==> src/rtl/ce_prescaler.sv <==
// Enable prescaler: raises tick on every PRESCALE-th enabled cycle.
// clr restarts the phase so the next tick needs a full PRESCALE enabled cycles.
module ce_prescaler #(
    parameter int PRESCALE = 1
) (
    input  logic clk,
    input  logic rst,
    input  logic ce,
    input  logic clr,
    output logic tick
);

    localparam int PW = (PRESCALE > 1) ? $clog2(PRESCALE) : 1;
    localparam logic [PW-1:0] LAST = PW'(PRESCALE - 1);

    logic [PW-1:0] cnt;

    // With PRESCALE=1, LAST is 0 and cnt never leaves 0, so every ce edge ticks.
    assign tick = ce && (cnt == LAST);

    always_ff @(posedge clk or negedge rst) begin
        if (!rst) begin
            cnt <= '0;
        end else if (clr) begin
            cnt <= '0;
        end else if (ce) begin
            if (cnt == LAST)
                cnt <= '0;
            else
                cnt <= cnt + PW'(1);
        end
    end

endmodule

==> src/rtl/counter_modulo_ud.sv <==
// Up/down modulo-MODULO counter with prescaled enable, sync clear/load
// and a registered terminal-count pulse aligned with the post-wrap value.
module counter_modulo_ud #(
    parameter int MODULO   = 7,
    parameter int WIDTH    = $clog2(MODULO),
    parameter int PRESCALE = 1
) (
    input  logic             clk,
    input  logic             rst,
    input  logic             ce,
    input  logic             up,
    input  logic             clr,
    input  logic             load,
    input  logic [WIDTH-1:0] load_val,
    output logic [WIDTH-1:0] out,
    output logic             tc
);

    localparam logic [WIDTH-1:0] MAX = WIDTH'(MODULO - 1);

    logic             tick;
    logic             at_top;
    logic             at_bot;
    logic [WIDTH-1:0] load_clamped;
    logic [WIDTH-1:0] next_up;
    logic [WIDTH-1:0] next_dn;

    // Load/clear both restart the prescale phase.
    ce_prescaler #(
        .PRESCALE(PRESCALE)
    ) u_pre (
        .clk (clk),
        .rst (rst),
        .ce  (ce),
        .clr (clr | load),
        .tick(tick)
    );

    assign at_top       = (out == MAX);
    assign at_bot       = (out == '0);
    assign next_up      = at_top ? '0 : out + WIDTH'(1);
    assign next_dn      = at_bot ? MAX : out - WIDTH'(1);
    // Compare in 32 bits: MODULO itself may not fit in WIDTH bits.
    assign load_clamped = (32'(load_val) >= MODULO) ? MAX : load_val;

    always_ff @(posedge clk or negedge rst) begin
        if (!rst) begin
            out <= '0;
            tc  <= 1'b0;
        end else if (clr) begin
            out <= '0;
            tc  <= 1'b0;
        end else if (load) begin
            out <= load_clamped;
            tc  <= 1'b0;
        end else if (tick) begin
            out <= up ? next_up : next_dn;
            tc  <= up ? at_top : at_bot;
        end else begin
            tc  <= 1'b0;
        end
    end

endmodule

==> config.mk <==
export PLATFORM = sky130hd
export DESIGN_NAME = counter_modulo_ud
export DESIGN_NICKNAME = d
export VERILOG_FILES = /design/src/rtl/ce_prescaler.sv /design/src/rtl/counter_modulo_ud.sv
export SDC_FILE = /design/constraint.sdc
export NUM_CORES = 1
export LEC_CHECK = 0
export BUFFER_PORTS_ARGS = -buffer_cell sky130_fd_sc_hd__buf_2
export CAP_MARGIN = 20
export CORE_AREA = 3 3 40 42
export CTS_BUF_LIST = sky130_fd_sc_hd__clkbuf_16
export CTS_CLUSTER_DIAMETER = 100
export DETAILED_ROUTE_END_ITERATION = 10
export DIE_AREA = 0 0 43 45
export PLACE_DENSITY = 0.47
export SETUP_SLACK_MARGIN = 0.5
export SKIP_CTS_REPAIR_TIMING = 1
export SLEW_MARGIN = 20
export SYNTH_ARGS = -nofsm -noshare
export SYNTH_HDL_FRONTEND = slang
export SYNTH_HIERARCHICAL = 1
export SYNTH_SLANG_ARGS = --single-unit
==> constraint.sdc <==
create_clock -name clk -period 1.8 [get_ports clk]
set_clock_uncertainty 0.2 [all_clocks]
set_input_delay 0.36 -clock clk [delete_from_list [all_inputs] [get_ports clk]]
set_output_delay 0.36 -clock clk [all_outputs]
set_load 0.05 [all_outputs]
==> summary.md, run 1 <==
| Metric | Value |
|---|---|
| Status | `finished clean` |
| Starting density of the core | `26.9%` |
| DP Area | `slightly below 500 um^2` |
| Initial antenna violation count | `0` |
| Mapped Cells | `38` |
| Root Buffer | `clkbuf_16` |
| Req. time, crit path | `~1.7 ns` |
| Post-DR vias/cell | `roughly 4.5` |
| Die width | `43 um` |
| CP endpoint kind | `register` |
| Clock tree buffer depth | `2` |
| First-pass GRT wire length | `1260 um` |
| Total iterations of the first detailed-routing run | `4` |
| EDFF count, synth | `0` |
| Area leader, netlist | `dfrtp_1` |
| WL final | `just over 800 um` |
| Worst-path fanout max | `5` |
| Area grow syn2layout | `83.7%` |
| Final min period | `1.78 ns` |
| Hold WC Path Type | `input pin to register` |
| Synth Cell Area | `345 um^2` |
| Row count | `13` |
| Placed cells | `slightly below 70` |
| Share of Yosys cell area claimed by the top area cell type | `29.0%` |
| Wirelength per Cell | `around 11 um` |
| Layout cell share with drive strength beyond 1 | `54.2%` |
| VDD IR max | `0.534 mV` |
| Post-synth top cells | `ha_1, dfrtp_1, inv_1` |
| Chip Height | `45 um` |
| Slew @ Worst Pin | `between 0.2 and 0.25 ns` |
| Final Slew Violations | `0` |
| Number of antenna repair diodes | `0` |
| Synth Net Count | `52` |
| GRT Total Usage | `8.75%` |
| DRC | `0` |
| Crit Path Category | `register to register` |
| Number of port buffers | `12` |
| Ys async rst share | `100%` |
| Reg clk slew, reported paths | `~0.030 ns` |
| Leak | `0.293 nW` |
| DP HPWL | `693 um` |
| Final hold violation count | `0` |
| Max_cap viols | `0` |
| RSZ-0062 raised after global routing | `true` |
| Num ports | `13` |
| WP data arrival | `1.71 ns` |
| Pwr Total | `0.587 mW` |
| Startpoint types | `register` |
| Post-Layout Cell Count | `74` |
| Ys Warns | `6` |
| Pwr dens | `925 nW/um^2` |
| #FFs+latches synth | `4` |
| Final GP Congestion | `0.728` |
| Number of DRC markers in iteration 0 | `6` |
| Fin area | `634 um^2` |
| Most frequent cell after synthesis | `ha_1` |
| Largest net degree at the start of global routing | `8` |
| Skew-Pair Late Insertion Delay | `0.22 ns` |
| Global route overflow | `0` |
| Fin crit share | `99.0%` |
| DR vias | `roughly 330` |
| Die Area | `1940 um^2` |
| Final setup vio count | `0` |
| Post-DRT Antenna Nets | `0` |
| Post-synth top flop | `dfrtp_1` |
| Fill count | `117` |
| Core region area | `around 1300 um^2` |
| Mapped Avg Cell Area | `9.09 um^2` |
| CTS buffer count | `3` |
| Worst slew margin | `84.2%` |
| CTS tree | `built` |
| Largest cells by area after synthesis | `dfrtp_1, ha_1, a21oi_1` |
| Peak Freq | `561 MHz` |
| Unique cell type count in the Yosys netlist | `23` |
| # clock sinks | `4` |
| Vias in the first global route | `292` |
| Final net count | `74` |
| H-tree Lvls | `1` |
| Post-synthesis sequential area ratio | `29.0%` |
cells in the final DEF, fill, tap and decap left out, types with 2 or more instances in the layout:
cell type,instances
nand2b_1,2
nand2_1,2
buf_8,3
ha_1,3
dfrtp_1,2
dfrtp_2,2
buf_2,8
buf_6,3
a21oi_1,3
clkbuf_16,3
ha_4,2
inv_1,3
buf_4,3
nor2_1,2
path summary, 6_finish.rpt:
| path | start | slack, ns | depth (start not counted) | end |
|---|---|---|---|---|
| setup reg to reg | out[1] | 0.02 | 4 | out[0] |
| min in group asynchronous | rst | 0.27 | 2 | out[0] |
| max in group asynchronous | rst | 1.00 | 2 | out[1] |
| setup / recovery | out[1] | 0.02 | 4 | out[0] |
| hold / removal | clr | 0.13 | 2 | out[0] |
| hold reg to reg | out[1] | 0.50 | 2 | out[1] |
state kept, by name, summed over array words and instances, names as in the netlist:
name  count
tc        1
out       3
stage by stage:
stage | worst slack (ns) | hold WS (ns) | util (%) | setup TNS (ns)
2_1_floorplan | -0.151 | -0.136 | - | -0.180
6_report | 0.0188 | 0.127 | 49.4 | 0
3_5_place_dp | 0.00862 | -0.0296 | 37.8 | 0
3_3_place_gp | 0.0384 | -0.0298 | 37.8 | 0
5_1_grt | -0.00289 | 0.132 | 49.4 | -0.00309
4_1_cts | 0.000814 | -0.267 | 43.9 | 0
power breakdown:
| group | internal (mW) | total, mW | switching (mW) |
|---|---|---|---|
| Combinational | 0.0653 | 0.132 | 0.0672 |
| Clock | 0.287 | 0.350 | 0.0634 |
| Sequential | 0.0971 | 0.104 | 0.00723 |
| Total | 0.449 | 0.587 | 0.138 |
cell type report:
cell class              count  area [um^2]  share of cell area (%)
clock buffers               3         75.1                    11.8
clock inverters             1         3.75                   0.592
inverters                   4         17.5                    2.76
multi-input cells          29          265                    41.8
flip-flops and latches      4          103                    16.2
well taps                  15         18.8                    2.96
repair buffers             18          151                    23.9
layer usage:
metal / track usage, % / vias to the layer above / wire (um)
li1: - / 181 / -
met4: 3.61 / 0 / 0
met3: 2.79 / 0 / 63
met2: 12.6 / 12 / 357
met5: 0 / - / 0
met1: 12.1 / 139 / 406
critical path: stages (launching register included):
cell and delay, ns:
dfrtp_2 0.44, ha_4 0.18, and3_4 0.14, or4_4 0.47, a221oi_2 0.24
kinds of logic (layout without fill, tap and decap cells):
kind of cell / count (synthesis) / after routing / share of synthesized area (%)
flops: 4 / 4 / 29.0
simple gates: 15 / 15 / 26.1
fa+ha+maj: 5 / 5 / 18.1
buf+inv: 5 / 26 / 6.52
compound gates: 9 / 9 / 20.3
(Power assumes the default switching activity.)
==> run 2: changes to the inputs <==
--- a/config.mk
+++ b/config.mk
@@ -5,14 +5,14 @@
 export SDC_FILE = /design/constraint.sdc
 export NUM_CORES = 1
 export LEC_CHECK = 0
-export BUFFER_PORTS_ARGS = -buffer_cell sky130_fd_sc_hd__buf_2
 export CAP_MARGIN = 20
 export CORE_AREA = 3 3 40 42
 export CTS_BUF_LIST = sky130_fd_sc_hd__clkbuf_16
 export CTS_CLUSTER_DIAMETER = 100
 export DETAILED_ROUTE_END_ITERATION = 10
 export DIE_AREA = 0 0 43 45
-export PLACE_DENSITY = 0.47
+export DONT_BUFFER_PORTS = 1
+export PLACE_DENSITY = 0.39
 export SETUP_SLACK_MARGIN = 0.5
 export SKIP_CTS_REPAIR_TIMING = 1
 export SLEW_MARGIN = 20
==> summary.md, run 2 (synthesis results as in run 1) <==
| Metric | Value |
|---|---|
| Die width | `43 um (unchanged)` |
| RSZ-0062 raised after global routing | `true (unchanged)` |
| Slew @ Worst Pin | `0.245 ns (was 0.237 ns)` |
| Number of port buffers | `0 (was 12)` |
| Chip Height | `45 um (unchanged)` |
| Post-Layout Cell Count | `65 (was 74)` |
| Crit path max-delay family | `simple AND/OR/NAND/NOR gates (unchanged)` |
| Worst-path cell with the longest stage delay | `or4_4 (unchanged)` |
| Pwr dens | `982 nW/um^2 (was 925 nW/um^2)` |
| R2R cell count | `4 (unchanged)` |
| FF+latch area | `104 um^2 (was 103 um^2)` |
| RR Startpoint | `out[1] (unchanged)` |
| Biggest register | `out (unchanged)` |
| Root Buffer | `clkbuf_16 (unchanged)` |
| DP HPWL | `687 um (was 693 um)` |
| Starting density of the core | `26.9% (unchanged)` |
| Placed cells | `56 (was 68)` |
| H-tree Lvls | `1 (unchanged)` |
| Top flop regs | `out x3, tc x1 (unchanged)` |
| Worst-path fanout max | `4 (was 5)` |
| Clock tree buffer depth | `2 (unchanged)` |
| Reg clk slew, reported paths | `0.03 ns (about the same)` |
| Multi-input logic area | `280 um^2 (was 265 um^2)` |
| Final GP Congestion | `0.760 (was 0.728)` |
| Fill count | `129 (was 117)` |
| Fin area | `587 um^2 (was 634 um^2)` |
| Area grow syn2layout | `69.9% (was 83.7%)` |
| Row count | `13 (unchanged)` |
| Final hold violation count | `0 (unchanged)` |
| Finished Core Util | `45.7% (was 49.4%)` |
| Final setup vio count | `0 (unchanged)` |
| Startpoint types | `register (unchanged)` |
| Hold WC Path Type | `input pin to register (unchanged)` |
| Core region area | `1280 um^2 (unchanged)` |
| CP endpoint kind | `register (unchanged)` |
| Fin crit share | `99.3% (was 99.0%)` |
| Crit. Startpoint | `out[1] (unchanged)` |
| Worst path buffer plus inverter count | `0 (unchanged)` |
| Dpl ws | `0.0221 ns (was 0.00862 ns)` |
| Leak | `0.251 nW (was 0.293 nW)` |
| Status | `finished clean (unchanged)` |
| Final Slew Violations | `0 (unchanged)` |
| DRC | `0 (unchanged)` |
| Post-DRT Antenna Nets | `0 (unchanged)` |
| Largest net degree at the start of global routing | `9 (was 8)` |
| Number of DRC markers in iteration 0 | `3 (was 6)` |
| WP depth | `4 (unchanged)` |
| Peak Freq | `560 MHz (was 561 MHz)` |
| WL final | `973 um (was 826 um)` |
| Initial antenna violation count | `0 (unchanged)` |
| Pwr Total | `0.576 mW (was 0.587 mW)` |
| Wirelength per Cell | `15.0 um (was 11.2 um)` |
| Req. time, crit path | `1.73 ns (about the same)` |
| Final min period | `1.79 ns (was 1.78 ns)` |
| DP Area | `425 um^2 (was 485 um^2)` |
| Commonest non-fill, non-tap cell in the layout | `buf_4 (was buf_2)` |
| CTS tree | `built (unchanged)` |
| Final setup margin | `0.0128 ns (was 0.0188 ns)` |
| Global route overflow | `0 (unchanged)` |
| Die Area | `1940 um^2 (unchanged)` |
| Min-delay src | `load (was clr)` |
| First-pass GRT wire length | `1260 um (unchanged)` |
| VDD IR max | `0.486 mV (was 0.534 mV)` |
| Final net count | `65 (was 74)` |
| Vias in the first global route | `276 (was 292)` |
| Crit Path Category | `register to register (unchanged)` |
| Worst-path cell chain | `ha_4, and3_4, or4_4, a221oi_2 (unchanged)` |
| Num ports | `13 (unchanged)` |
| Max_cap viols | `0 (unchanged)` |
| GRT Total Usage | `9.74% (was 8.75%)` |
| Max FFs per register | `3 (unchanged)` |
| Most frequent cells in the layout | `buf_4, inv_1, a21oi_1, clkbuf_16, dfrtp_2` |
| Skew-Pair Late Insertion Delay | `0.22 ns (about the same)` |
| CTS buffer count | `3 (unchanged)` |
| WHS Path Cells | `1 (was 2)` |
| DR vias | `327 (was 332)` |
| Number of antenna repair diodes | `0 (unchanged)` |
| Post-DR vias/cell | `5.03 (was 4.49)` |
| # clock sinks | `4 (unchanged)` |
| CP max stage delay | `0.47 ns (about the same)` |
| WP data arrival | `1.72 ns (was 1.71 ns)` |
| Layout cell share with drive strength beyond 1 | `50.0% (was 54.2%)` |
| Total iterations of the first detailed-routing run | `2 (was 4)` |
| Worst slew margin | `83.7% (was 84.2%)` |
-- run 2: cell count changes in the layout (fill, tap and decap cells not counted), sizes merged --
| cell | change |
|---|---|
| buf | -10 |
| dlygate4sd3 | +1 |
-- run 2: layout make-up --
type                            count  share of cell area, %
Multi-Input combinational cell     29                   47.8
Sequential cell                     4                   17.7
Timing Repair Buffer                9                   14.9
Clock buffer                        3                   12.8
Tap cell                           15                   3.20
Inverter                            4                   2.99
Clock inverter                      1                  0.640
-- run 2: worst reg2reg max path: cells and delay by family, from the launching register on --
kind                       cells  cell delay (ns)
AOI/OAI and AO/OA              1             0.26
adders and majority gates      1             0.18
DFF                            1             0.43
and+or+nand+nor                2             0.63
-- run 2: path summary, 6_finish.rpt --
path	slack [ns]	to
max	0.01	out[0]
min	0.01	out[0]
max reg2reg	0.01	out[0]
min reg2reg	0.52	out[1]
max in group asynchronous	1.01	tc
min in group asynchronous	0.21	out[1]
-- run 2: per-layer routing --
metal / up-vias / share of wire [%] / GRT usage, %
li1: 159 / - / -
met1: 152 / 42 / 11.6
met2: 14 / 46 / 12.9
met3: 2 / 11 / 6.77
met4: 0 / 1.6 / 5.42
met5: - / 0 / 0
-- run 2: through the flow --
stage	hold slack, ns	TNS (ns)
6_report	0.0143	0
3_5_place_dp	-0.135	0
2_1_floorplan	-0.136	-0.180
5_1_grt	0.0157	-0.0644
4_1_cts	-0.372	0
3_3_place_gp	-0.135	0
-- run 2: power breakdown --
part	switching [mW]	internal [mW]	total (mW)
clock network	0.0645	0.287	0.351
registers	0.00914	0.0972	0.106
logic	0.0607	0.0577	0.118
